$ cat config.mk
export PLATFORM = sky130hd
export DESIGN_NAME = wrr_arbiter
export DESIGN_NICKNAME = d
export VERILOG_FILES = /design/src/rtl/wrr_arbiter.sv
export SDC_FILE = /design/constraint.sdc
export NUM_CORES = 1
export LEC_CHECK = 0
export BUFFER_PORTS_ARGS = -buffer_cell sky130_fd_sc_hd__buf_2
export CORE_MARGIN = 2
export CORE_UTILIZATION = 55
export CTS_BUF_LIST = sky130_fd_sc_hd__clkbuf_4 sky130_fd_sc_hd__clkbuf_8
export CTS_CLUSTER_SIZE = 10
export DETAILED_ROUTE_END_ITERATION = 7
export PLACE_DENSITY = 0.83
export SKIP_LAST_GASP = 1
export SYNTH_ARGS = -nofsm -noshare
export SYNTH_HDL_FRONTEND = slang
export SYNTH_SLANG_ARGS = --single-unit
$ cat constraint.sdc
create_clock -name clk -period 3.7 [get_ports clk]
set_clock_uncertainty 0.15 [all_clocks]
set_input_delay 0.74 -clock clk [delete_from_list [all_inputs] [get_ports clk]]
set_output_delay 0.74 -clock clk [all_outputs]
set_load 0.005 [all_outputs]
$ cat src/rtl/wrr_arbiter.sv
`default_nettype none
// ============================================================================
// Module      : wrr_arbiter
// Description : Weighted round-robin / fixed-priority arbiter with per-owner
//               burst credit and registered one-hot grant.
// Revision    : 1.0 - initial release
// ============================================================================
module wrr_arbiter #(
  parameter int N  = 4,
  parameter int CW = 4
) (
  input  logic                 clk,
  input  logic                 rst_n,
  input  logic [N-1:0]         req,
  input  logic [N*CW-1:0]      weight,
  input  logic                 fp_mode,
  output logic [N-1:0]         grant,
  output logic [$clog2(N)-1:0] grant_id,
  output logic                 grant_valid
);

  localparam int C_IW = $clog2(N);

  typedef enum logic [0:0] {
    S_IDLE = 1'b0,
    S_BUSY = 1'b1
  } state_t;

  state_t          r_state, w_state_nxt;
  logic [N-1:0]    r_grant, w_grant_nxt;
  logic [C_IW-1:0] r_owner, w_owner_nxt;
  logic [C_IW-1:0] r_ptr, w_ptr_nxt;
  logic [CW-1:0]   r_credit, w_credit_nxt;
  logic [C_IW-1:0] w_rr_idx, w_fp_idx, w_win;
  logic [CW-1:0]   w_win_weight;
  logic            w_any;
  logic            w_arb;

  // Round-robin: descending scan so the nearest requester after ptr wins.
  always_comb begin
    w_rr_idx = '0;
    for (int k = N; k >= 1; k--) begin
      if (req[(int'(r_ptr) + k) % N]) begin
        w_rr_idx = C_IW'((int'(r_ptr) + k) % N);
      end
    end
  end

  always_comb begin
    w_fp_idx = '0;
    for (int i = N - 1; i >= 0; i--) begin
      if (req[i]) begin
        w_fp_idx = C_IW'(i);
      end
    end
  end

  assign w_any        = |req;
  assign w_win        = fp_mode ? w_fp_idx : w_rr_idx;
  assign w_win_weight = weight[int'(w_win)*CW +: CW];

  always_comb begin
    w_state_nxt  = r_state;
    w_grant_nxt  = r_grant;
    w_owner_nxt  = r_owner;
    w_ptr_nxt    = r_ptr;
    w_credit_nxt = r_credit;
    w_arb        = 1'b0;

    case (r_state)
      S_IDLE: w_arb = 1'b1;
      S_BUSY: begin
        // Release on a dropped request or on the last credited transfer.
        if (!req[r_owner] || (r_credit == CW'(1))) begin
          w_arb = 1'b1;
        end else begin
          w_credit_nxt = r_credit - CW'(1);
        end
      end
      default: w_arb = 1'b1;
    endcase

    if (w_arb) begin
      if (w_any) begin
        w_state_nxt  = S_BUSY;
        w_grant_nxt  = {{(N-1){1'b0}}, 1'b1} << w_win;
        w_owner_nxt  = w_win;
        w_ptr_nxt    = w_win;
        w_credit_nxt = (w_win_weight == '0) ? CW'(1) : w_win_weight;
      end else begin
        w_state_nxt  = S_IDLE;
        w_grant_nxt  = '0;
        w_owner_nxt  = '0;
        w_credit_nxt = '0;
      end
    end
  end

  always_ff @(posedge clk) begin
    if (!rst_n) begin
      r_state  <= S_IDLE;
      r_grant  <= '0;
      r_owner  <= '0;
      r_credit <= '0;
      r_ptr    <= C_IW'(N - 1);
    end else begin
      r_state  <= w_state_nxt;
      r_grant  <= w_grant_nxt;
      r_owner  <= w_owner_nxt;
      r_credit <= w_credit_nxt;
      r_ptr    <= w_ptr_nxt;
    end
  end

  assign grant       = r_grant;
  assign grant_id    = r_owner;
  assign grant_valid = (r_state == S_BUSY);

endmodule
`default_nettype wire

==> metrics <==
leakage power 0.0004752 uW; total CTS buffers 3; share of cells above drive strength 1 33.58%; Psw 155.8 uW; Post-Syn Instances 105; post-CTS sizing 0; total core area 1524 um^2; Unique masters post-synth 39; Main synth FF type dfxtp_1; CP endpoint kind flip-flop; IO Count 30; Total GRT Usage 25.06%; Area contributors post-synth dfxtp_1 29%, mux2i_1 8.8%, a21oi_1 3.9%; Post-Syn Nets 130; family with the most delay on the worst path compound AO/OA/AOI/OAI gates; Startpoint Class primary input; Clk pin slew, worst setup/hold paths 0.08 ns; # DRC 0; remaining global-route overflow 0; Cell Int Power 274.1 uW; top cell type's share of synthesized area 28.69%; Seq cells post-synth 13; vias in the first global route 906; PortBufs 29; CP cell instances buf_2 -> nand2b_2 -> a221o_1 -> nand2_4 -> mux2i_1 -> mux2i_1 -> a32o_1; dpl cells 146; die height 44.61 um; status completed; Skew-Pair Late Insertion Delay 0.27 ns; WP data required 3.72 ns; Pins Over Slew Limit 0; area of the multi-input gates 584.3 um^2; Slew headroom 43.27%; Die W 44.61 um; Tcrit/Tclk final 59.83%; Storage cell area 260.3 um^2; switching share of total power 36.24%; sequential power share 41.5%; worst vdd ir 0.3096 mV; Simple-Gate Fraction of Synth Area 19.72%; combinational power share 38.2%; DRT antenna net count 0; drt pass-1 iters 4; cts hold-fix bufs 0; Setup TNS 0 ns; final worst slack 1.486 ns; complex-gate fraction of the synthesized area 27.45%; CTS tree done; Initial Util 59.52%; Final HPWL DP 1.809 mm; worst slew pin tran 0.8431 ns; CTS H-tree depth 1; Syn Std Cell Area 907.1 um^2; DRT iter0 DRCs 29; Crit path buffers/inverters 1; DIE AREA 1990 um^2; setup bufs post-CTS 0; largest fanout on the critical path 14; vias per inst 6.200; endpoints failing setup 0; ant diodes 0; largest net degree at the start of global routing 15; detailed-route wire length per cell 15.10 um; Clk pwr share 20.3%; power per cell area 405.7 nW/um^2; row cnt 14; Synth warnings 0; Seq/Total Area, Yosys 28.69%; min Tclk post-route 2.214 ns; Synth Area in Adders 2.759%; antenna violations before repair 0; pre-CTS setup slack 1.204 ns; RSZ-0062 raised after global routing false; EDFF count, synth 0; Area growth syn-to-layout 16.83%; Synth Area per Inst 8.639 um^2; post-synthesis mux area share 12.55%; Final Hold Viols 0; Max Clk Rate 0.4517 GHz; fill count 127; Root Buffer clkbuf_4; global-route wire length before repair 3.719 mm; cell mode on critical path mux2i_1; Nets 160; clock sinks 13; critical path data arrival time 2.23 ns; WL final 2.265 mm; via count 930; main combinational cell family by area after synthesis compound AO/OA/AOI/OAI gates; deepest clock path buffer count 2; ys async rst share 0%; Synth area leader dfxtp_1; Hold Path Class reg -> reg; Final Non-Filler Cells 150; maxcap violations 0; XOR/XNOR Fraction of Synth Area 1.931%; kind of critical path in -> reg; CP max stage cell a221o_1; CP peak stage delay 0.36 ns; routability cong. 0.8882
==> power by group through the flow <==
| stage | clock network, uW | registers, uW | logic [uW] |
|---|---|---|---|
| CTS | 88.9 | 178 | 163 |
| floorplan | 0 | 178 | 126 |
| detailed placement | 0 | 181 | 163 |
| global placement | 0 | 179 | 155 |
| finish | 87.5 | 178 | 164 |
| global route | 96.7 | 182 | 181 |
==> cells by family (layout without fill, tap and decap cells) <==
kind of cell / after synthesis / in the layout
AND/OR/NAND/NOR: 35 / 35
AO/OA/AOI/OAI: 32 / 32
flip-flops: 13 / 13
multiplexers: 11 / 11
buffers and inverters: 10 / 39
adder cells (fa/ha/maj): 2 / 2
XOR/XNOR: 2 / 2
==> area by class of cell <==
cell class              instances  area share [%]
clock inverters                 1          0.4723
inverters                       6           2.125
multi-input cells              82           55.14
well taps                      16           1.889
repair buffers                 29           13.70
flip-flops and latches         13           24.56
clock buffers                   3           2.125
==> synthesized netlist by cell type, types with 2 or more instances <==
cell type   n
o21ai_0     4
mux2_2      3
a21oi_1     7
dfxtp_1    13
a211oi_1    3
o31ai_1     2
nor3_1      2
xnor2_1     2
mux2i_1     8
nor4_1      2
ha_1        2
nand3_1     6
inv_1       6
o21ai_1     2
o211ai_1    2
nor2_1      9
nand4_1     2
nor2_2      2
nand2_1     8
==> routing by layer <==
| layer | vias up | global-route usage [%] | routed length, um |
|---|---|---|---|
| met1 | 430 | 30.02 | 888 |
| li1 | 455 | - | - |
| met3 | 6 | 4.490 | 150 |
| met4 | 0 | 8.485 | 39 |
| met2 | 39 | 44.35 | 1186 |
| met5 | - | 0 | 0 |
==> state kept, by name, summed over array words and instances, names as in the netlist <==
register	flops
grant	4
r_credit	4
grant_id	2
r_ptr	2
grant_valid	1
==> stage by stage <==
step | hold slack, ns | instance area, um^2 | utilization, % | power (uW)
floorplan | 0.2982 | 907.1 | - | 303.7
global placement | 0.2876 | 1032 | 67.73 | 334.3
detailed placement | 0.2976 | 1032 | 67.73 | 343.5
CTS | 0.3093 | 1060 | 69.54 | 430.2
global route | 0.3467 | 1060 | 69.54 | 459.5
finish | 0.3027 | 1060 | 69.54 | 429.9
==> worst register-to-register path: stages, from the launching register on <==
cell and delay (ns):
dfxtp_1 0.44, mux2_2 0.40, a22oi_4 0.18, nand2_4 0.16
or4_1 0.51, a21oi_1 0.17
==> cell usage in the layout, fill, tap and decap left out, types with 2 or more instances in the layout <==
| cell type | n |
|---|---|
| buf_2 | 29 |
| nor2_2 | 2 |
| o21ai_1 | 2 |
| inv_1 | 6 |
| a211oi_1 | 3 |
| xnor2_1 | 2 |
| ha_1 | 2 |
| clkbuf_4 | 3 |
| nand2_1 | 8 |
| o211ai_1 | 2 |
| a21oi_1 | 7 |
| o21ai_0 | 4 |
| mux2i_1 | 8 |
| o31ai_1 | 2 |
| nor4_1 | 2 |
| mux2_2 | 3 |
| nor2_1 | 9 |
| nand4_1 | 2 |
| dfxtp_1 | 13 |
| nand3_1 | 6 |
| nor3_1 | 2 |
==> final timing paths <==
kind                                                  to  slack [ns]  cells after the start                   from
worst min register to register     grant[1]$_SDFFE_PN0N_        0.30                      2  grant[1]$_SDFFE_PN0N_
worst min-delay path               grant[1]$_SDFFE_PN0N_        0.30                      2  grant[1]$_SDFFE_PN0N_
worst max register to register     grant[0]$_SDFFE_PN0N_        1.63                      5  r_ptr[1]$_SDFFE_PN1P_
worst max-delay path            r_credit[3]$_SDFFE_PN0P_        1.49                      7                 req[2]
(Power assumes the default switching activity.)
